==> src/rtl/wallace_tree_multiplier_if.sv <==
// Operand/product bundle for the Wallace-tree multiplier.
// The master side presents operand pairs; the slave side returns registered products.
interface wallace_tree_multiplier_if #(
    parameter int WIDTH = 32
);
    logic                 in_valid;
    logic [WIDTH-1:0]     A;
    logic [WIDTH-1:0]     B;
    logic                 out_valid;
    logic [2*WIDTH-1:0]   C;

    modport master (
        output in_valid,
        output A,
        output B,
        input  out_valid,
        input  C
    );

    modport slave (
        input  in_valid,
        input  A,
        input  B,
        output out_valid,
        output C
    );
endinterface

==> src/rtl/wallace_tree_multiplier.sv <==
// Unsigned WIDTHxWIDTH multiplier with a 1-cycle registered result.
// Partial products are reduced by a Wallace tree of 3:2 carry-save layers.
// A single carry-propagate add then produces the product in front of the output register.

// One Wallace reduction layer: rows are taken three at a time and compressed to a
// sum row and a carry row. Rows left over from the grouping pass straight through.
// Where one input bit is known zero, the full adder collapses to a half adder in synthesis.
module wallace_csa_layer #(
    parameter int N_IN = 3,
    parameter int P    = 64
) (
    input  logic [P-1:0] rows_in  [N_IN],
    output logic [P-1:0] rows_out [2*(N_IN/3) + N_IN%3]
);
    localparam int N_GRP  = N_IN / 3;
    localparam int N_LEFT = N_IN % 3;

    for (genvar g = 0; g < N_GRP; g++) begin : g_csa
        // Carry weight is one column higher, so the majority term shifts left by one.
        // A carry out of the top column is dropped; it cannot occur for a valid product.
        assign rows_out[2*g]   = rows_in[3*g] ^ rows_in[3*g+1] ^ rows_in[3*g+2];
        assign rows_out[2*g+1] = ((rows_in[3*g]   & rows_in[3*g+1]) |
                                  (rows_in[3*g]   & rows_in[3*g+2]) |
                                  (rows_in[3*g+1] & rows_in[3*g+2])) << 1;
    end

    for (genvar r = 0; r < N_LEFT; r++) begin : g_pass
        assign rows_out[2*N_GRP + r] = rows_in[3*N_GRP + r];
    end
endmodule

module wallace_tree_multiplier #(
    parameter int WIDTH = 32
) (
    input  logic                  clk,
    input  logic                  rst_n,
    wallace_tree_multiplier_if.slave bus
);
    localparam int P = 2 * WIDTH;

    function automatic int rows_after(input int n);
        return 2 * (n / 3) + n % 3;
    endfunction

    // Row counts per layer: 32 -> 22 -> 15 -> 10 -> 7 -> 5 -> 4 -> 3 -> 2.
    // Eight layers reach two rows for any WIDTH up to 42.
    localparam int N0 = WIDTH;
    localparam int N1 = rows_after(N0);
    localparam int N2 = rows_after(N1);
    localparam int N3 = rows_after(N2);
    localparam int N4 = rows_after(N3);
    localparam int N5 = rows_after(N4);
    localparam int N6 = rows_after(N5);
    localparam int N7 = rows_after(N6);
    localparam int N8 = rows_after(N7);

    logic [P-1:0] pp [N0];
    logic [P-1:0] r1 [N1];
    logic [P-1:0] r2 [N2];
    logic [P-1:0] r3 [N3];
    logic [P-1:0] r4 [N4];
    logic [P-1:0] r5 [N5];
    logic [P-1:0] r6 [N6];
    logic [P-1:0] r7 [N7];
    logic [P-1:0] r8 [N8];

    logic [P-1:0] product;
    logic [P-1:0] c_d;
    logic [P-1:0] c_q;
    logic         out_valid_d;
    logic         out_valid_q;

    // Partial-product row i is A gated by B[i], placed at weight 2^i.
    for (genvar i = 0; i < WIDTH; i++) begin : g_pp
        assign pp[i] = {{WIDTH{1'b0}}, (bus.A & {WIDTH{bus.B[i]}})} << i;
    end

    wallace_csa_layer #(.N_IN(N0), .P(P)) u_layer1 (.rows_in(pp), .rows_out(r1));
    wallace_csa_layer #(.N_IN(N1), .P(P)) u_layer2 (.rows_in(r1), .rows_out(r2));
    wallace_csa_layer #(.N_IN(N2), .P(P)) u_layer3 (.rows_in(r2), .rows_out(r3));
    wallace_csa_layer #(.N_IN(N3), .P(P)) u_layer4 (.rows_in(r3), .rows_out(r4));
    wallace_csa_layer #(.N_IN(N4), .P(P)) u_layer5 (.rows_in(r4), .rows_out(r5));
    wallace_csa_layer #(.N_IN(N5), .P(P)) u_layer6 (.rows_in(r5), .rows_out(r6));
    wallace_csa_layer #(.N_IN(N6), .P(P)) u_layer7 (.rows_in(r6), .rows_out(r7));
    wallace_csa_layer #(.N_IN(N7), .P(P)) u_layer8 (.rows_in(r7), .rows_out(r8));

    // Final carry-propagate add of the last two rows; the carry out of the top bit is dropped.
    assign product = r8[0] + r8[1];

    // Next-state: load a new product only on valid input, otherwise hold the last one.
    always_comb begin
        c_d         = c_q;
        out_valid_d = bus.in_valid;
        if (bus.in_valid) begin
            c_d = product;
        end
    end

    // Output register; reset clears both product and valid immediately.
    always_ff @(posedge clk or negedge rst_n) begin
        if (!rst_n) begin
            c_q         <= '0;
            out_valid_q <= 1'b0;
        end else begin
            c_q         <= c_d;
            out_valid_q <= out_valid_d;
        end
    end

    assign bus.C         = c_q;
    assign bus.out_valid = out_valid_q;
endmodule

==> src/flat_wrapper.sv <==
// flat-port wrapper written by rule: the top's interface ports become plain ports
module wallace_tree_multiplier_flat 
#(
    parameter int WIDTH = 32
)
  (clk, rst_n, bus_in_valid, bus_A, bus_B, bus_out_valid, bus_C);
  wallace_tree_multiplier_if #(.WIDTH(WIDTH)) bus_i ();
  input  logic clk;
  input  logic rst_n;
  input wire logic [$bits(bus_i.in_valid)-1:0] bus_in_valid;
  input wire logic [$bits(bus_i.A)-1:0] bus_A;
  input wire logic [$bits(bus_i.B)-1:0] bus_B;
  output wire logic [$bits(bus_i.out_valid)-1:0] bus_out_valid;
  output wire logic [$bits(bus_i.C)-1:0] bus_C;
  assign bus_i.in_valid = bus_in_valid;
  assign bus_i.A = bus_A;
  assign bus_i.B = bus_B;
  assign bus_out_valid = bus_i.out_valid;
  assign bus_C = bus_i.C;
  wallace_tree_multiplier #(.WIDTH(WIDTH)) u_core (.clk(clk), .rst_n(rst_n), .bus(bus_i));
endmodule
==> config.mk <==
export PLATFORM = sky130hd
export DESIGN_NAME = wallace_tree_multiplier_flat
export DESIGN_NICKNAME = d
export VERILOG_FILES = /design/src/rtl/wallace_tree_multiplier_if.sv /design/src/rtl/wallace_tree_multiplier.sv /design/src/flat_wrapper.sv
export SDC_FILE = /design/constraint.sdc
export NUM_CORES = 2
export LEC_CHECK = 0
export CAP_MARGIN = 40
export CORE_ASPECT_RATIO = 0.6
export CORE_MARGIN = 5
export CORE_UTILIZATION = 56
export CTS_CLUSTER_SIZE = 8
export DETAILED_ROUTE_END_ITERATION = 16
export GPL_ROUTABILITY_DRIVEN = 0
export GPL_TIMING_DRIVEN = 0
export PLACE_DENSITY_LB_ADDON = 0.2
export SLEW_MARGIN = 10
export SYNTH_ARGS = -nofsm -noshare
export SYNTH_HDL_FRONTEND = slang
export SYNTH_SLANG_ARGS = --single-unit
==> constraint.sdc <==
create_clock -name clk -period 0.9 [get_ports clk]
set_input_delay 0.135 -clock clk [delete_from_list [all_inputs] [get_ports clk]]
set_output_delay 0.135 -clock clk [all_outputs]
set_load 0.1 [all_outputs]
# Yosys cells after proc, flatten, opt, wreduce, memory -nomap -nowiden
# Index checks and enable logic that the tools add are counted.
[op_classes]
add_sub_neg = 1
multipliers = 0
div_mod_pow = 0
magnitude_cmp = 0
eq_ne = 0
n_shift = 0
muxes = 0
bitwise = 242
reduce_logical = 0
[ops]
columns = ["operator", "count"]
rows = [
  ["bitwise OR 63 bit", 25],
  ["AND 63 bit", 21],
  ["AND 32 bit", 32],
  ["bitwise XOR 64 bit", 13],
  ["bitwise OR 55 bit", 3],
  ["AND 57 x 63 -> 63 bit", 2],
  ["AND 63 x 41 -> 63 bit", 2],
  ["AND 63 x 47 -> 63 bit", 2],
  ["AND 63 x 56 -> 63 bit", 2],
  ["AND 63 x 62 -> 63 bit", 2],
  ["AND 56 x 59 -> 59 bit", 2],
  ["AND 56 x 58 -> 58 bit", 2],
  ["AND 53 x 55 -> 55 bit", 2],
  ["AND 50 x 51 -> 51 bit", 2],
  ["bitwise XOR 50 x 51 -> 51 bit", 2],
  ["AND 47 x 49 -> 49 bit", 2],
  ["AND 44 x 46 -> 46 bit", 2],
  ["bitwise OR 46 bit", 2],
  ["AND 38 x 40 -> 40 bit", 2],
  ["AND 35 x 37 -> 37 bit", 2],
  ["adder 64 bit", 1],
  ["bitwise XOR 57 x 64 -> 64 bit", 1],
  ["bitwise XOR 59 x 64 -> 64 bit", 1],
  ["bitwise XOR 61 x 64 -> 64 bit", 1],
  ["115 further kinds", 115],
]
[word_totals]
regBits = 65
latchBits = 0
ramBits = 0
rom_bits = 0
inputBits = 67
output_inout_bits = 65
word_cells = 245
memories = 0

# Longest topological paths before layout
[depth]
ltp_word = 26
mapped_depth = 28
ltp_nobuf = 26

# Cells and area by module
# From an unflattened synthesis, not the netlist that was laid out.
[unflattened]
cells_unflattened = 4361
hier_area_um2 = 55802.3
[by_module_without_submodules]
columns = ["mod", "n_inst", "cells_each", "area_each_um2", "seq_area_each_um2"]
rows = [
  ["wallace_csa_layer at u_core.u_layer1", 1, 779, 13889.6, 0.0],
  ["wallace_tree_multiplier", 1, 1891, 13153.9, 1626.6],
  ["wallace_csa_layer at u_core.u_layer2", 1, 520, 9531.6, 0.0],
  ["wallace_csa_layer at u_core.u_layer3", 1, 326, 6466.2, 0.0],
  ["wallace_csa_layer at u_core.u_layer4", 1, 260, 4361.7, 0.0],
  ["wallace_csa_layer at u_core.u_layer5", 1, 195, 3069.2, 0.0],
  ["wallace_csa_layer at u_core.u_layer6", 1, 194, 2257.2, 0.0],
  ["wallace_csa_layer at u_core.u_layer7", 1, 130, 1776.7, 0.0],
  ["wallace_csa_layer at u_core.u_layer8", 1, 66, 1296.2, 0.0],
]

# Worst setup path after synthesis
# OpenSTA, ideal clock, no wires.
[synth_timing]
path_kind = "in2reg"
start = "in bus_A[12]"
end = "reg u_core.c_q[60], in the netlist u_core.bus.C[60]"
setup_time_ns = 0.125
arrival_ns = 6.622
required_time_ns = 0.775
slack_ns = -5.848
stages = 27
path_buffers = 2
cell_sequence = "clkbuf_1 -> and2_1 -> fa_1 -> inv_1 -> fa_1 -> inv_1 -> fa_1 -> fa_1 -> inv_1 -> fa_1 -> fa_1 -> inv_1 -> fa_1 -> inv_1 -> fa_1 -> inv_1 -> ha_1 -> buf_2 -> and4_1 -> nor4b_2 -> nand2_1 -> o21ai_1 -> nor4_2 -> nor4_4 -> a21oi_1 -> xnor2_1 -> mux2_2"
[synth_between]
elab_chain_cells = 26
word_cells_on_any_way = 243
classes_between = "add/sub (1); bitwise (242)"
[synth_lines]
columns = ["item", "line_no", "text"]
rows = [
  ["from (decl)", "flat_wrapper.sv:11", "input wire logic [$bits(bus_i.A)-1:0] bus_A;"],
  ["AND 32 bit", "wallace_tree_multiplier.sv:75", "assign pp[i] = {{WIDTH{1'b0}}, (bus.A & {WIDTH{bus.B[i]}})} << i;"],
  ["AND 32 x 33 -> 33 bit / AND 32 x 34 -> 34 bit (equally long branches)", "wallace_tree_multiplier.sv:22, wallace_tree_multiplier.sv:23", ""],
  ["bitwise OR 33 x 34 -> 34 bit", "wallace_tree_multiplier.sv:22", "assign rows_out[2*g+1] = ((rows_in[3*g] & rows_in[3*g+1]) |"],
  ["bitwise OR 34 bit", "wallace_tree_multiplier.sv:23", "(rows_in[3*g] & rows_in[3*g+2]) |"],
  ["AND 63 x 35 -> 63 bit", "wallace_tree_multiplier.sv:22", ""],
  ["bitwise OR 63 bit", "wallace_tree_multiplier.sv:22", ""],
  ["bitwise OR 63 x 37 -> 63 bit", "wallace_tree_multiplier.sv:23", ""],
  ["AND 63 bit", "wallace_tree_multiplier.sv:22", ""],
  ["[10 not listed]", "-", ""],
  ["bitwise OR 63 bit", "wallace_tree_multiplier.sv:23", ""],
  ["AND 63 bit", "wallace_tree_multiplier.sv:22", ""],
  ["bitwise OR 63 bit", "wallace_tree_multiplier.sv:22", ""],
  ["bitwise OR 63 bit", "wallace_tree_multiplier.sv:23", ""],
  ["AND 63 bit", "wallace_tree_multiplier.sv:22", ""],
  ["bitwise OR 63 bit", "wallace_tree_multiplier.sv:22", ""],
  ["bitwise OR 63 bit", "wallace_tree_multiplier.sv:23", ""],
  ["adder 64 bit (*)", "wallace_tree_multiplier.sv:88", "assign product = r8[0] + r8[1];"],
  ["to (signal assigned)", "wallace_tree_multiplier.sv:102", "c_q <= '0;"],
  ["to (signal assigned)", "wallace_tree_multiplier.sv:105", "c_q <= c_d;"],
  ["to (decl)", "wallace_tree_multiplier.sv:69", "logic [P-1:0] c_q;"],
]
# Mark *: on every way between the ends. The rest lies on a longest branch, timed or not.
# A chain may end at the register's enable or synchronous reset.

# Worst setup path in the final report
[layout_timing]
start = "in bus_B[27]"
end = "reg u_core.c_q[60], in the netlist u_core.bus.C[60]"
[layout_between]
elab_chain_cells = 23
word_cells_on_any_way = 53
classes_between = "add/sub (1); bitwise (52)"
[layout_lines]
columns = ["item", "line_no", "text"]
rows = [
  ["from (decl)", "flat_wrapper.sv:12", "input wire logic [$bits(bus_i.B)-1:0] bus_B;"],
  ["AND 32 bit (*)", "wallace_tree_multiplier.sv:75", ""],
  ["AND 59 x 60 -> 60 bit / AND 59 x 61 -> 61 bit (equally long branches)", "wallace_tree_multiplier.sv:22, wallace_tree_multiplier.sv:23", ""],
  ["bitwise OR 63 bit", "wallace_tree_multiplier.sv:22", ""],
  ["bitwise OR 63 x 61 -> 63 bit", "wallace_tree_multiplier.sv:23", ""],
  ["AND 63 bit", "wallace_tree_multiplier.sv:22", ""],
  ["bitwise OR 63 bit", "wallace_tree_multiplier.sv:22", ""],
  ["bitwise OR 63 bit", "wallace_tree_multiplier.sv:23", ""],
  ["bitwise XOR 64 bit", "wallace_tree_multiplier.sv:21", "assign rows_out[2*g] = rows_in[3*g] ^ rows_in[3*g+1] ^ rows_in[3*g+2];"],
  ["[7 not listed]", "-", ""],
  ["bitwise OR 63 bit", "wallace_tree_multiplier.sv:23", ""],
  ["AND 63 bit", "wallace_tree_multiplier.sv:22", ""],
  ["bitwise OR 63 bit", "wallace_tree_multiplier.sv:22", ""],
  ["bitwise OR 63 bit", "wallace_tree_multiplier.sv:23", ""],
  ["AND 63 bit", "wallace_tree_multiplier.sv:22", ""],
  ["bitwise OR 63 bit", "wallace_tree_multiplier.sv:22", ""],
  ["bitwise OR 63 bit", "wallace_tree_multiplier.sv:23", ""],
  ["adder 64 bit (*)", "wallace_tree_multiplier.sv:88", ""],
]
# Marked as above.

==> flow_summary.toml <==
[synth]
ys_seq_area_share_pct = 4.64
synth.area.top_cells = "fa_1 52%, and2_1 11%, inv_1 8.9%"
async_flop_share_pct = 100
yosys_most_used_dff = "dfrtp_1"
ys_warn_count = 0
synth_top_area_share_pct = 51.9
synth_edf_count = 0
synth.top_cells.by_count = "908 x fa_1, 828 x inv_1, 630 x and2_1"
syn_inst = 3711
synthesis.area_sq_um = 35000
syn_nets = 4900
synth_most_common_cell = "fa_1"
synth.distinct_cells = 66
synth_seq_cells = 65
avgSynthCellArea_sq_um = 9.44
synth_top_area_cell = "fa_1"

[finish]
drive_above_1_share_pct = 30.5
fin_util_pct = 75.5
synthToLayoutAreaGrowth_pct = 34.2
nNetsFinal = 5363

[global_route]
track_usage_pct = 41.2
grt_pass1_wl_um = 204000
grt_pass1_vias = 31900
grt_max_degree = 63
antenna_found_initial = 19
overflow = 0

[critical_path]
cp_slowest_cell = "fa_1"
start_kind = "input pin"
arrival_ps = 7680
crit_required_ps = 1160
critical_path_class = "in2reg"
endpoint_kind = "register"
max_stage_delay_ps = 560
cpMostUsedCell = "fa_1"
crit_fanout = 8

[routing]
vias_per_cell = 6.03
wl_per_cell_um = 28.9
num_vias = 30400
drt-total-wl_um = 145000
dr.pass1.iters = 9
drc_errors = 0
drt_iter0_markers = 3651
postRouteAntennaNets = 0

[clock_tree]
htree_levels = 3
cts_tree = "done"
clock_latency_ps = 360
cts-root-buf = "clkbuf_16"
clk_pin_slew_worst_paths_ps = 60
clockBufferDepth = 2
cts_buffers = 9
clkSinkCount = 65

[timing]
finalSetupViolations = 128
slew_viol_final = 0
rsz0062_at_grt = "yes"
min_period_ps = 7430
fin_ws_ps = -6530
worstMarginPinSlew_ps = 1070
skew_ps = 0
hold_violations = 0
fin_crit_sh_pct = 825
slew_headroom_pct = 29.0
max_freq_mhz = 135

[worst_hold_path]
hp-class = "in2async"

[floorplan]
boundaryPins = 132
rows = 71
start_util_pct = 56.3
die_y_um = 204
core_area_sq_um = 62300
die_w_um = 333
die_area_sq_um = 67800

[placement]
place_hpwl_um = 106000
io_buffers = 131

[status]
status = "complete, but fails checks"
violations = "setup timing"

[flow_run]
max-cap-violations = 0
[sequential cells by signal, indices dropped and copies added, names as in the netlist]
name / count
u_core.bus.C: 64
u_core.bus.out_valid: 1
[final timing paths]
check	startpoint	slack, ps	depth (start not counted)	end
min	rst_n	120	2	u_core.bus.C[22]$_DFFE_PN0P_
max	bus_B[27]	-6530	28	u_core.bus.C[60]$_DFFE_PN0P_
min in group clk	bus_B[0]	270	4	u_core.bus.C[0]$_DFFE_PN0P_
min reg2reg	u_core.bus.C[51]$_DFFE_PN0P_	510	1	u_core.bus.C[51]$_DFFE_PN0P_
max reg2reg	u_core.bus.C[40]$_DFFE_PN0P_	-130	2	u_core.bus.C[40]$_DFFE_PN0P_
max in group asynchronous	rst_n	200	3	u_core.bus.out_valid$_DFF_PN0_
[final cells by class]
type | count | area [sq um]
inverters | 828 | 3110
diodes | 17 | 42.5
repair buffers | 462 | 5380
flip-flops and latches | 65 | 1710
well taps | 839 | 1050
clock inverters | 7 | 101
multi-input cells | 2593 | 32100
fillers | 3955 | 15300
plain buffers | 215 | 3290
clock buffers | 9 | 225
[logic make-up after synthesis]
kind of cell | after synthesis | synth area share, %
AND/OR/NAND/NOR | 1169 | 17.5
adder cells (fa/ha/maj) | 1122 | 59.5
multiplexers | 53 | 1.72
flip-flops | 65 | 4.64
buffers and inverters | 1053 | 11.3
AO/OA/AOI/OAI | 202 | 4.10
XOR/XNOR | 47 | 1.18
[timing repair]
item	in CTS	in global routing
hold buffers	2	0
endpoints found under the hold margin	66	0
resized for setup	1396	329
buffers inserted	167	88
gates cloned	2	2
endpoints found under the setup margin	129	128
pin swaps	169	186
[worst max-delay path: cells and delay by family]
family | cells | cell delay, ps
fa+ha+maj | 9 | 4330
simple gates | 6 | 1190
buf+inv | 9 | 1070
compound gates | 2 | 500
mux | 1 | 270
xor+xnor | 1 | 150
[through the flow]
step / setup slack [ps] / hold WS [ps] / cell area [sq um] / instances / TNS (ps)
detailed placement: -7840 / -53.7 / 40300 / 4760 / -404780
CTS: -6200 / 121 / 45300 / 4938 / -322720
finish: -6530 / 123 / 47000 / 5035 / -333450
global placement: -7930 / 472 / 39100 / 4681 / -614300
global route: -6660 / 122 / 47000 / 5022 / -339520
floorplan: -5560 / -161 / 36700 / 3711 / -281100
[placed cells by master (no fill, tap or decap), drive strengths merged, types with 51 or more instances in the layout]
master	n
fa	908
nand2	446
buf	497
and2	630
clkbuf	184
a21oi	77
dfrtp	65
inv	830
mux2	51
ha	214
[per-layer routing]
layer | vias up | GRT usage [%] | routed length (um)
met4 | 20 | 19.2 | 11800
met2 | 2603 | 58.7 | 58500
met3 | 857 | 21.1 | 24400
li1 | 11700 | - | -
met5 | - | 0.851 | 385
met1 | 15200 | 52.3 | 50300
Power is left out: the tool's default activity adds up to more than one toggle a clock period on the data nets, which glitch-free logic cannot reach.
